===== src/rtl/counter_interact_if.sv =====
// Penguin counter-interaction bus: coordinate/key inputs toward the block,
// held item, slot contents and action strobes back out.
interface counter_interact_if;
    logic [9:0]  nearestCounterX;
    logic [9:0]  nearestCounterY;
    logic        interactKey;
    logic        chopKey;
    logic        frameTick;
    logic [1:0]  heldItem;
    logic [31:0] slotItems;
    logic [7:0]  chopProgress;
    logic        actionPulse;
    logic [1:0]  actionType;

    modport master (
        output nearestCounterX, nearestCounterY, interactKey, chopKey, frameTick,
        input  heldItem, slotItems, chopProgress, actionPulse, actionType
    );

    modport slave (
        input  nearestCounterX, nearestCounterY, interactKey, chopKey, frameTick,
        output heldItem, slotItems, chopProgress, actionPulse, actionType
    );
endinterface


===== src/rtl/counter_interact.sv =====
// Counter interaction: pick/place items on a row of 16 wall counters,
// slot 0 is an endless fish crate, slot 15 is the chopping board.

// One counter slot; written only by the interaction FSM.
module counter_slot (
    input  logic       Clk,
    input  logic       Reset_n,
    input  logic       wr_en,
    input  logic [1:0] wr_data,
    output logic [1:0] code
);
    // slot content register, cleared to empty on reset
    always_ff @(posedge Clk or negedge Reset_n) begin
        if (!Reset_n)   code <= 2'd0;
        else if (wr_en) code <= wr_data;
    end
endmodule

module counter_interact #(
    parameter int COUNTER_Y   = 100,
    parameter int SLOT_W      = 40,
    parameter int CHOP_FRAMES = 30
) (
    input  logic              Clk,
    input  logic              Reset_n,
    counter_interact_if.slave bus
);
    localparam int NUM_SLOTS = 16;
    localparam logic [3:0] BOARD = 4'd15;

    localparam logic [1:0] IT_NONE   = 2'd0;
    localparam logic [1:0] IT_FISH   = 2'd1;
    localparam logic [1:0] IT_CHOPPED = 2'd2;

    localparam logic [1:0] A_REJECT = 2'd0;
    localparam logic [1:0] A_PICK   = 2'd1;
    localparam logic [1:0] A_PLACE  = 2'd2;
    localparam logic [1:0] A_CHOP   = 2'd3;

    typedef enum logic [2:0] {IDLE, DECODE, ACT, CHOP, WAIT_RELEASE} state_t;

    typedef struct packed {
        logic       ok;
        logic [3:0] idx;
    } slot_addr_t;

    // Match against each slot's X directly instead of dividing by SLOT_W;
    // candidates beyond X=620 are never valid.
    function automatic slot_addr_t decode(input logic [9:0] x, input logic [9:0] y);
        slot_addr_t a;
        a = '0;
        for (int i = 0; i < NUM_SLOTS; i++) begin
            if (({22'd0, y} == 32'(COUNTER_Y)) &&
                ({22'd0, x} == 32'(20 + i * SLOT_W)) &&
                ((20 + i * SLOT_W) <= 620)) begin
                a.ok  = 1'b1;
                a.idx = 4'(i);
            end
        end
        return a;
    endfunction

    state_t     state, state_d;
    logic       key_q;
    logic       armed;
    logic [9:0] lat_x, lat_y;
    logic       latch;
    logic [1:0] held, held_d;
    logic [7:0] prog, prog_d, prog_inc;
    logic       pulse, pulse_d;
    logic [1:0] atype, atype_d;
    logic       wr_en;
    logic [3:0] wr_idx;
    logic [1:0] wr_data;
    logic [1:0] cur;
    logic       int_edge;
    logic       on_board;

    logic [NUM_SLOTS-1:0][1:0] slots;
    slot_addr_t live_a, lat_a;

    assign live_a   = decode(bus.nearestCounterX, bus.nearestCounterY);
    assign lat_a    = decode(lat_x, lat_y);
    assign on_board = live_a.ok && (live_a.idx == BOARD);
    assign cur      = slots[lat_a.idx];
    assign prog_inc = (prog == 8'hFF) ? prog : prog + 8'd1;

    // armed stays low for the first cycle out of reset so a key already
    // held through reset is seen as high history, not a fresh press
    assign int_edge = armed & bus.interactKey & ~key_q;

    // the crate never empties
    assign slots[0] = IT_FISH;

    genvar g;
    generate
        for (g = 1; g < NUM_SLOTS; g++) begin : g_slot
            counter_slot u_slot (
                .Clk     (Clk),
                .Reset_n (Reset_n),
                .wr_en   (wr_en && (wr_idx == 4'(g))),
                .wr_data (wr_data),
                .code    (slots[g])
            );
        end
    endgenerate

    // state, key history, latched coordinates and action registers
    always_ff @(posedge Clk or negedge Reset_n) begin
        if (!Reset_n) begin
            state <= IDLE;
            key_q <= 1'b0;
            armed <= 1'b0;
            lat_x <= '0;
            lat_y <= '0;
            held  <= IT_NONE;
            prog  <= '0;
            pulse <= 1'b0;
            atype <= A_REJECT;
        end else begin
            state <= state_d;
            key_q <= bus.interactKey;
            armed <= 1'b1;
            if (latch) begin
                lat_x <= bus.nearestCounterX;
                lat_y <= bus.nearestCounterY;
            end
            held  <= held_d;
            prog  <= prog_d;
            pulse <= pulse_d;
            atype <= atype_d;
        end
    end

    // next state, slot write and action outcome
    always_comb begin
        state_d = state;
        held_d  = held;
        prog_d  = prog;
        pulse_d = 1'b0;
        atype_d = atype;
        latch   = 1'b0;
        wr_en   = 1'b0;
        wr_idx  = lat_a.idx;
        wr_data = IT_NONE;
        case (state)
            IDLE: begin
                if (int_edge) begin
                    state_d = DECODE;
                    latch   = 1'b1;
                end else if (bus.chopKey && on_board && slots[15] == IT_FISH) begin
                    state_d = CHOP;
                    prog_d  = '0;
                end
            end
            DECODE: begin
                if (lat_a.ok) begin
                    state_d = ACT;
                end else begin
                    state_d = WAIT_RELEASE;
                    pulse_d = 1'b1;
                    atype_d = A_REJECT;
                end
            end
            ACT: begin
                state_d = WAIT_RELEASE;
                pulse_d = 1'b1;
                if (held == IT_NONE && cur != IT_NONE) begin
                    held_d  = cur;
                    wr_en   = (lat_a.idx != 4'd0);
                    wr_data = IT_NONE;
                    atype_d = A_PICK;
                end else if (held != IT_NONE && cur == IT_NONE && lat_a.idx != 4'd0) begin
                    held_d  = IT_NONE;
                    wr_en   = 1'b1;
                    wr_data = held;
                    atype_d = A_PLACE;
                end else begin
                    atype_d = A_REJECT;
                end
            end
            CHOP: begin
                if (!bus.chopKey || !on_board) begin
                    state_d = IDLE;
                    prog_d  = '0;
                end else if (bus.frameTick) begin
                    if ({24'd0, prog_inc} == 32'(CHOP_FRAMES)) begin
                        state_d = WAIT_RELEASE;
                        prog_d  = '0;
                        wr_en   = 1'b1;
                        wr_idx  = BOARD;
                        wr_data = IT_CHOPPED;
                        pulse_d = 1'b1;
                        atype_d = A_CHOP;
                    end else begin
                        prog_d = prog_inc;
                    end
                end
            end
            WAIT_RELEASE: begin
                if (!bus.interactKey && !bus.chopKey) state_d = IDLE;
            end
            default: state_d = IDLE;
        endcase
    end

    assign bus.heldItem     = held;
    assign bus.slotItems    = slots;
    assign bus.chopProgress = prog;
    assign bus.actionPulse  = pulse;
    assign bus.actionType   = atype;
endmodule


===== src/flat_wrapper.sv =====
// flat-port wrapper written by rule: the top's interface ports become plain ports
module counter_interact_flat 
#(
    parameter int COUNTER_Y   = 100,
    parameter int SLOT_W      = 40,
    parameter int CHOP_FRAMES = 30
)
  (Clk, Reset_n, bus_nearestCounterX, bus_nearestCounterY, bus_interactKey, bus_chopKey, bus_frameTick, bus_heldItem, bus_slotItems, bus_chopProgress, bus_actionPulse, bus_actionType);
  counter_interact_if bus_i ();
  input  logic Clk;
  input  logic Reset_n;
  input wire logic [$bits(bus_i.nearestCounterX)-1:0] bus_nearestCounterX;
  input wire logic [$bits(bus_i.nearestCounterY)-1:0] bus_nearestCounterY;
  input wire logic [$bits(bus_i.interactKey)-1:0] bus_interactKey;
  input wire logic [$bits(bus_i.chopKey)-1:0] bus_chopKey;
  input wire logic [$bits(bus_i.frameTick)-1:0] bus_frameTick;
  output wire logic [$bits(bus_i.heldItem)-1:0] bus_heldItem;
  output wire logic [$bits(bus_i.slotItems)-1:0] bus_slotItems;
  output wire logic [$bits(bus_i.chopProgress)-1:0] bus_chopProgress;
  output wire logic [$bits(bus_i.actionPulse)-1:0] bus_actionPulse;
  output wire logic [$bits(bus_i.actionType)-1:0] bus_actionType;
  assign bus_i.nearestCounterX = bus_nearestCounterX;
  assign bus_i.nearestCounterY = bus_nearestCounterY;
  assign bus_i.interactKey = bus_interactKey;
  assign bus_i.chopKey = bus_chopKey;
  assign bus_i.frameTick = bus_frameTick;
  assign bus_heldItem = bus_i.heldItem;
  assign bus_slotItems = bus_i.slotItems;
  assign bus_chopProgress = bus_i.chopProgress;
  assign bus_actionPulse = bus_i.actionPulse;
  assign bus_actionType = bus_i.actionType;
  counter_interact #(.COUNTER_Y(COUNTER_Y), .SLOT_W(SLOT_W), .CHOP_FRAMES(CHOP_FRAMES)) u_core (.Clk(Clk), .Reset_n(Reset_n), .bus(bus_i));
endmodule

===== config.mk =====
export PLATFORM = sky130hd
export DESIGN_NAME = counter_interact_flat
export DESIGN_NICKNAME = d
export VERILOG_FILES = /design/src/rtl/counter_interact_if.sv /design/src/rtl/counter_interact.sv /design/src/flat_wrapper.sv
export SDC_FILE = /design/constraint.sdc
export NUM_CORES = 1
export LEC_CHECK = 0
export ABC_AREA = 1
export CAP_MARGIN = 20
export CORE_MARGIN = 2
export CORE_UTILIZATION = 57
export CTS_BUF_LIST = sky130_fd_sc_hd__clkbuf_2 sky130_fd_sc_hd__clkbuf_4 sky130_fd_sc_hd__clkbuf_8
export CTS_CLUSTER_DIAMETER = 50
export DETAILED_ROUTE_END_ITERATION = 10
export GPL_ROUTABILITY_DRIVEN = 0
export PLACE_DENSITY_LB_ADDON = 0.3
export SLEW_MARGIN = 10
export SYNTH_ARGS = -nofsm -noshare
export SYNTH_HDL_FRONTEND = slang
export SYNTH_HIERARCHICAL = 1
export SYNTH_SLANG_ARGS = --single-unit

===== constraint.sdc =====
create_clock -name Clk -period 3.6 [get_ports Clk]
set_input_delay 0.54 -clock Clk [delete_from_list [all_inputs] [get_ports Clk]]
set_output_delay 0.54 -clock Clk [all_outputs]
set_load 0.02 [all_outputs]

# [After elaboration in Yosys (flattened, before gate mapping)]
# Cells that the tools add are included.
# W data, S select, Z words.
[op_classes] add_sub_neg=1 multipliers=0 div_mod_pow=0 order_cmp=1 eq_ne=67 shifts=0 n_mux=78 bitwise=3 n_reduce_logical=71
[op_table] op="$mux W5" n=32
[op_table] op="$eq A10 B9 Y1 const B" n=14
[op_table] op="$eq A10 B10 Y1 const B" n=6
[op_table] op="$eq A10 B8 Y1 const B" n=6
[op_table] op="$logic_and A1 B1 Y1" n=54
[op_table] op="$mux W8" n=6
[op_table] op="$eq A10 B7 Y1 const B" n=4
[op_table] op="$eq A4 B4 Y1 const B" n=9
[op_table] op="$mux W2" n=14
[op_table] op="$mux W3" n=7
[op_table] op="$eq A10 B5 Y1 const B" n=2
[op_table] op="$eq A10 B6 Y1 const B" n=2
[op_table] op="$eq A4 B3 Y1 const B" n=4
[op_table] op="$mux W4" n=4
[op_table] op="$pmux W8 S2" n=1
[op_table] op="$pmux W3 S5" n=1
[op_table] op="$add A8 B1 Y8 const B" n=1
[op_table] op="$bmux W2 S4" n=1
[op_table] op="$eq A4 B2 Y1 const B" n=2
[op_table] op="$eq A8 B5 Y1 const B" n=1
[op_table] op="$eq A8 B8 Y1 const B" n=1
[op_table] op="$mux W1" n=8
[op_table] op="$ne A2 B2 Y1 const B" n=4
[op_table] op="$reduce_and A4 Y1" n=2
[op_table] op="other kinds (24)" n=35
[totals] regBits=68 latchBits=0 ramBits=0 mem_bits_ro=0 inputBits=25 out_inout_bits=45 word_cells=245 mem_count=0

# [Logic depth before layout (Yosys ltp)]
[depth] word_depth=27 ltp_mapped=27 ltp_nobuf=25

# [Cells and area by module]
# The synthesis kept the hierarchy.
[modules_own_cells] mod="counter_interact" instances=1 cells_per_inst=621 area_each_um2=3834.9 seq_area_each_um2=950.9
[modules_own_cells] mod="counter_slot" instances=15 cells_per_inst=9 area_each_um2=76.3 seq_area_each_um2=50.0

# [Least setup slack after synthesis]
# Ideal clock, no wire load.
[synth_path] path_type="register -> register" from="register u_core.lat_y[9]" to="register u_core.g_slot[10].u_slot.code[1]" setup_time_ns=0.069 arrival_time_ns=3.092 required_time_ns=3.531 slack_ns=0.439 path_stages_with_launch=19 n_path_buf=2 synth_period_minus_slack_ns=3.161 path_cell_list="dfrtp_1 > nor2_2 > nand3_1 > nor3_2 > buf_4 > nand4_2 > nand2_1 > nand3b_4 > buf_6 > nor2_1 > a21oi_1 > nand3_1 > nand3_1 > nand2_1 > inv_2 > nand3_4 > o31ai_1 > nand2_1 > nand2_1"
[synth_between] word_cells_on_any_way=51 classes_between="eq/ne (2); mux (27); reduce/logical (22)"
[synth_lines] element="from (decl)" line_no="counter_interact.sv:66" rtl="logic [9:0] lat_x, lat_y;"
[synth_lines] element="from (signal assigned)" line_no="counter_interact.sv:126" rtl="lat_y <= bus.nearestCounterY;"
[synth_lines] element="$eq A10 B7 Y1 (*)" line_no="counter_interact.sv:53" rtl="if (({22'd0, y} == 32'(COUNTER_Y)) &&"
[synth_lines] element="$logic_and A1 B1 Y1" line_no="counter_interact.sv:53"
[synth_lines] element="$mux W5 (14 in a row)" line_no="counter_interact.sv:53"
[synth_lines] element="$mux W5 (*)" line_no="counter_interact.sv:53"
[synth_lines] element="$bmux W2 S4" line_no="counter_interact.sv:85" rtl="assign cur = slots[lat_a.idx];"
[synth_lines] element="$mux W2 (implied by the code)" line_no="counter_interact.sv:85"
[synth_lines] element="$logic_not A2 Y1" line_no="counter_interact.sv:173" rtl="end else if (held != IT_NONE && cur == IT_NONE && lat_a.idx != 4'd0) begin"
[synth_lines] element="$logic_and A1 B1 Y1 (2 in a row)" line_no="counter_interact.sv:173"
[synth_lines] element="$mux W2" line_no="counter_interact.sv:173"
[synth_lines] element="$mux W2 (*)" line_no="counter_interact.sv:168" rtl="if (held == IT_NONE && cur != IT_NONE) begin"
[synth_lines] element="$pmux W2 S2 (*)" line_no="counter_interact.sv:146" rtl="case (state)"
[synth_lines] element="named net u_core.wr_data[1]" line_no="counter_interact.sv:74" rtl="logic [1:0] wr_data;"
[synth_lines] element="to (signal assigned)" line_no="counter_interact.sv:15" rtl="else if (wr_en) code <= wr_data;"
[synth_lines] element="to (decl)" line_no="counter_interact.sv:10" rtl="output logic [1:0] code"
# Mark *: on every way through the listed nets, which the timed path passes. The rest lies on a longest branch. The select of a mux whose other input is x is not followed.
# A chain may end at the register's enable or synchronous reset.

# [Worst setup path in the final report]
[layout_path] from="register u_core.lat_x[2]" to="register u_core.g_slot[11].u_slot.code[0]"
[layout_between] elab_chain_len=26 word_cells_on_any_way=65 classes_between="eq/ne (16); mux (27); reduce/logical (22)"
[layout_lines] element="from (decl)" line_no="counter_interact.sv:66"
[layout_lines] element="from (signal assigned)" line_no="counter_interact.sv:125" rtl="lat_x <= bus.nearestCounterX;"
[layout_lines] element="$eq A10 B6 Y1" line_no="counter_interact.sv:54" rtl="({22'd0, x} == 32'(20 + i * SLOT_W)) &&"
[layout_lines] element="$logic_and A1 B1 Y1" line_no="counter_interact.sv:53"
[layout_lines] element="$mux W5 (14 in a row)" line_no="counter_interact.sv:53"
[layout_lines] element="$mux W5 (*)" line_no="counter_interact.sv:53"
[layout_lines] element="$bmux W2 S4" line_no="counter_interact.sv:85"
[layout_lines] element="$mux W2 (implied by the code)" line_no="counter_interact.sv:85"
[layout_lines] element="$logic_not A2 Y1" line_no="counter_interact.sv:173"
[layout_lines] element="$logic_and A1 B1 Y1 (2 in a row)" line_no="counter_interact.sv:173"
[layout_lines] element="$mux W1" line_no="counter_interact.sv:173"
[layout_lines] element="$mux W1" line_no="counter_interact.sv:168"
[layout_lines] element="$pmux W1 S2" line_no="counter_interact.sv:146"
[layout_lines] element="$logic_and A1 B1 Y1" line_no="counter_interact.sv:101" rtl=".wr_en (wr_en && (wr_idx == 4'(g))),"
[layout_lines] element="to (signal assigned)" line_no="counter_interact.sv:15"
[layout_lines] element="to (decl)" line_no="counter_interact.sv:10"
# Mark *: on every way between the ends. The rest lies on a longest branch, timed or not. The select of a mux whose other input is x is not followed.

==> out/metrics.yaml <==
cts:
  cts_hold_repair.buffers: 0
  cts_max_level: 3
  numCtsBuffers: 9
  clkTransAtPathRegs_ns: 0.08
  clock-sinks: 68
  clk_latency_ns: 0.35
  cts-root-buf: "clkbuf_8"
  cts_tree: "built"
  cts_max_path_buffers: 2
grt:
  antenna_found_initial: 0
  overflow: 0
  grt_pass1_vias: 4975
  grt_max_degree: 28
  grt_usage_pct: 28.8
  grt_pass1_wl_um: 22700
worst_setup_path:
  critical_path_arrival_ns: 3.60
  worstPathMaxFanout: 15
  crit_family: "simple AND/OR/NAND/NOR gates"
  crit_path_start: "u_core/lat_x[2]"
  crit_type: "register to register"
  critical_path_required_ns: 3.84
  timing.rr.start: "u_core/lat_x[2]"
  slowest_stage: "dfrtp_1"
  cp-start-kind: "register"
  worstPathCellList: "inv_1, nor2_1, nand2_1, clkinvlp_4, buf_4, nand3_1, o21ai_1, a211oi_1, nand2_1, inv_1, nand3_1, nand3_1, nand2_1, nand2_2, nand3_4, nand2_4, nand2_4, a21oi_1, inv_1, nand2_1, nand2_1"
  path_common_cell: "nand2_1"
  worstSetupEndpointType: "register"
  critPathBufInv: 5
  cpPeakStageDelay_ns: 0.42
power_and_ir_drop:
  powerDensity_mw_per_mm2: 455
  vdd_drop_max_uv: 322
  switchingPower_w: 0.00115
  p_leak_nw: 2.87
  pwr-share-comb_pct: 36.4
  swShare_pct: 41.8
  clkPwrFrac_pct: 24.4
  pwr-share-seq_pct: 39.2
  p_int_w: 0.00160
flow_run:
  maxCapViolCount: 0
synthesis:
  yosysTopAreaCellShare_pct: 34.2
  synth_cell_types: 43
  syn_inst: 756
  ys_ff_latch: 68
  syn_avg_cell_area_um2: 6.59
  synth.area.top_cells: "dfrtp_1 (34%), nand2_1 (19%), inv_1 (7.7%)"
  syn-cell-area_mm2: 0.00498
  yosys_warnings: 6
  yosysTopAreaCell: "dfrtp_1"
  seq_area_frac_synth_pct: 34.2
finish:
  post-route-util_pct: 70.4
  finalNetCount: 866
  antenna_cells: 0
  drive_gt1_share_pct: 13.0
  area_delta_synth_final_pct: 21.5
  fill_cells: 707
floorplanning:
  start_util_pct: 57.9
  die_h_um: 97.5
  fp.dieW_um: 97.5
  dieArea_mm2: 0.00950
  io_pins: 70
  coreArea_mm2: 0.00859
  row_count: 34
sta:
  setup_violations: 0
  fin_crit_sh_pct: 93.4
  max_freq_ghz: 0.298
  skew_ns: 0.0122
  worstMarginPinSlew_ns: 0.602
  period_needed_ns: 3.36
  slew_violations: 0
  tns_ns: 0
  final-hold-violation-count: 0
  relSlewSlack_pct: 59.9
routing:
  drt_first_iter_violations: 943
  drc: 0
  firstDrtPassIters: 6
  viasPerCell: 5.67
  wire_per_inst_um: 14.6
  drtAntennaViolNets: 0
  routed-via-count: 5402
  drt_wl_total_um: 13900
outcome:
  outcome: "completed"
placed_design:
  portBuffers: 67
  place.detailed.hpwl_um: 10300
worst_hold_path:
  min-delay-path-class: "primary input to asynchronous set/reset pin"
cell type report:
type	count	area (um2)	share of cell area (%)
clock buffer	11	151	2.50
clock inverter	5	58.8	0.972
inverter	121	458	7.57
multi-input combinational	553	2730	45.0
sequential	68	1700	28.1
tap	108	135	2.23
timing repair buffer	86	821	13.6
layer usage:
layer	routed length [um]	track usage, %	up-vias
li1	-	-	2589
met1	5620	36.0	2425
met2	6520	48.2	319
met3	1280	6.83	69
met4	472	11.5	0
met5	0	0	-
worst paths after layout:
path / endpoint / slack [ns] / depth (start not counted)
setup / recovery: u_core/g_slot[11].u_slot/code[0] / 0.24 / 21
max in group asynchronous: u_core/lat_y[9] / 2.83 / 2
hold reg to reg: u_core/g_slot[13].u_slot/code[0] / 0.51 / 2
min in group Clk: u_core/g_slot[13].u_slot/code[0] / 0.51 / 2
setup reg to reg: u_core/g_slot[11].u_slot/code[0] / 0.24 / 21
hold / removal: u_core/lat_x[0] / 0.18 / 1
per-stage QoR:
stage	power (W)	worst slack [ns]	hold WS, ns	instances	cell area [um2]
floorplan	0.00173	0.439	0.244	757	4980
global placement	0.00198	0.513	0.482	925	5740
detailed placement	0.00202	0.411	0.490	926	5760
CTS	0.00270	0.390	0.202	942	5970
global route	0.00292	-0.0299	0.218	952	6050
finish	0.00276	0.239	0.183	952	6050
placed cells by master (no fill, tap or decap), types with 2 or more instances in the layout:
master,netlist,layout
a21oi_1,16,15
a21oi_2,9,10
buf_4,4,18
clkbuf_8,0,11
clkdlybuf4s50_1,0,66
clkinvlp_4,0,3
conb_1,2,3
dfrtp_1,68,68
ha_1,2,2
inv_1,102,100
inv_2,18,19
nand2_1,247,247
nand2_2,7,7
nand2_4,4,4
nand3_1,54,54
nand3_2,2,2
nand3_4,3,3
nand4_1,33,33
nand4_2,4,4
nor2_1,69,69
nor2_2,9,9
nor2_4,6,6
nor3_1,10,10
nor3_2,2,2
nor4_1,6,6
o211ai_1,2,2
o21ai_0,33,33
o21ai_1,10,10
o21ai_2,3,3
o22ai_1,3,3
o31ai_1,3,3
xor2_1,3,3
cell families (layout without fill, tap and decap cells):
kind of cell / Yosys count / in the layout / share of synthesized area (%)
other: 2 / 3 / 0.151
AO/OA/AOI/OAI: 83 / 83 / 9.92
flip-flops: 68 / 68 / 34.2
XOR/XNOR: 4 / 4 / 0.704
adder cells (fa/ha/maj): 2 / 2 / 0.502
AND/OR/NAND/NOR: 461 / 461 / 43.3
buffers and inverters: 136 / 223 / 11.2
synthesized netlist by cell type:
library cell  count
nor2_4            6
o31ai_1           3
dfrtp_1          68
nand3_2           2
a21oi_2           9
buf_4             4
buf_6             4
nand3_1          54
clkinv_1          1
inv_1           102
o21ai_0          33
inv_2            18
conb_1            2
clkbuf_1          4
ha_1              2
o211ai_1          2
nand4_2           4
o22ai_1           3
nor4_2            1
nor4_1            6
o21ai_1          10
o21ai_2           3
buf_2             3
or2_2             1
a211oi_1          1
nand2_4           4
a21o_1            1
nand4_1          33
nor2_2            9
a21oi_1          16
nor2_1           69
nand3b_4          1
xnor2_1           1
nand2_1         247
nor3_1           10
nand2_2           7
o21bai_2          1
or2_1             1
o2111a_1          1
and3_1            1
nor3_2            2
nand3_4           3
xor2_1            3
registers in the layout, summed over array words and instances, names as in the netlist:
name                       flops
u_core/armed                   1
u_core/bus.actionPulse         1
u_core/bus.actionType          2
u_core/bus.chopProgress        8
u_core/bus.heldItem            2
u_core/g_slot.u_slot/code     30
u_core/key_q                   1
u_core/lat_x                  10
u_core/lat_y                  10
u_core/state                   3
repair_timing:
| action | CTS | global route |
|---|---|---|
| setup buffers | 0 | 10 |
| gates resized for setup | 0 | 3 |
| setup endpoints to repair | 0 | 10 |
power groups by stage:
stage	Sequential (W)	Clock, W	Combinational [W]
2_1_floorplan	0.00109	0	0.000634
3_3_place_gp	0.00108	0	0.000898
3_5_place_dp	0.00109	0	0.000929
4_1_cts	0.00108	0.000688	0.000934
5_1_grt	0.00110	0.000720	0.00110
6_report	0.00108	0.000672	0.00100
No activity file was read; power rests on OpenSTA's default activity.
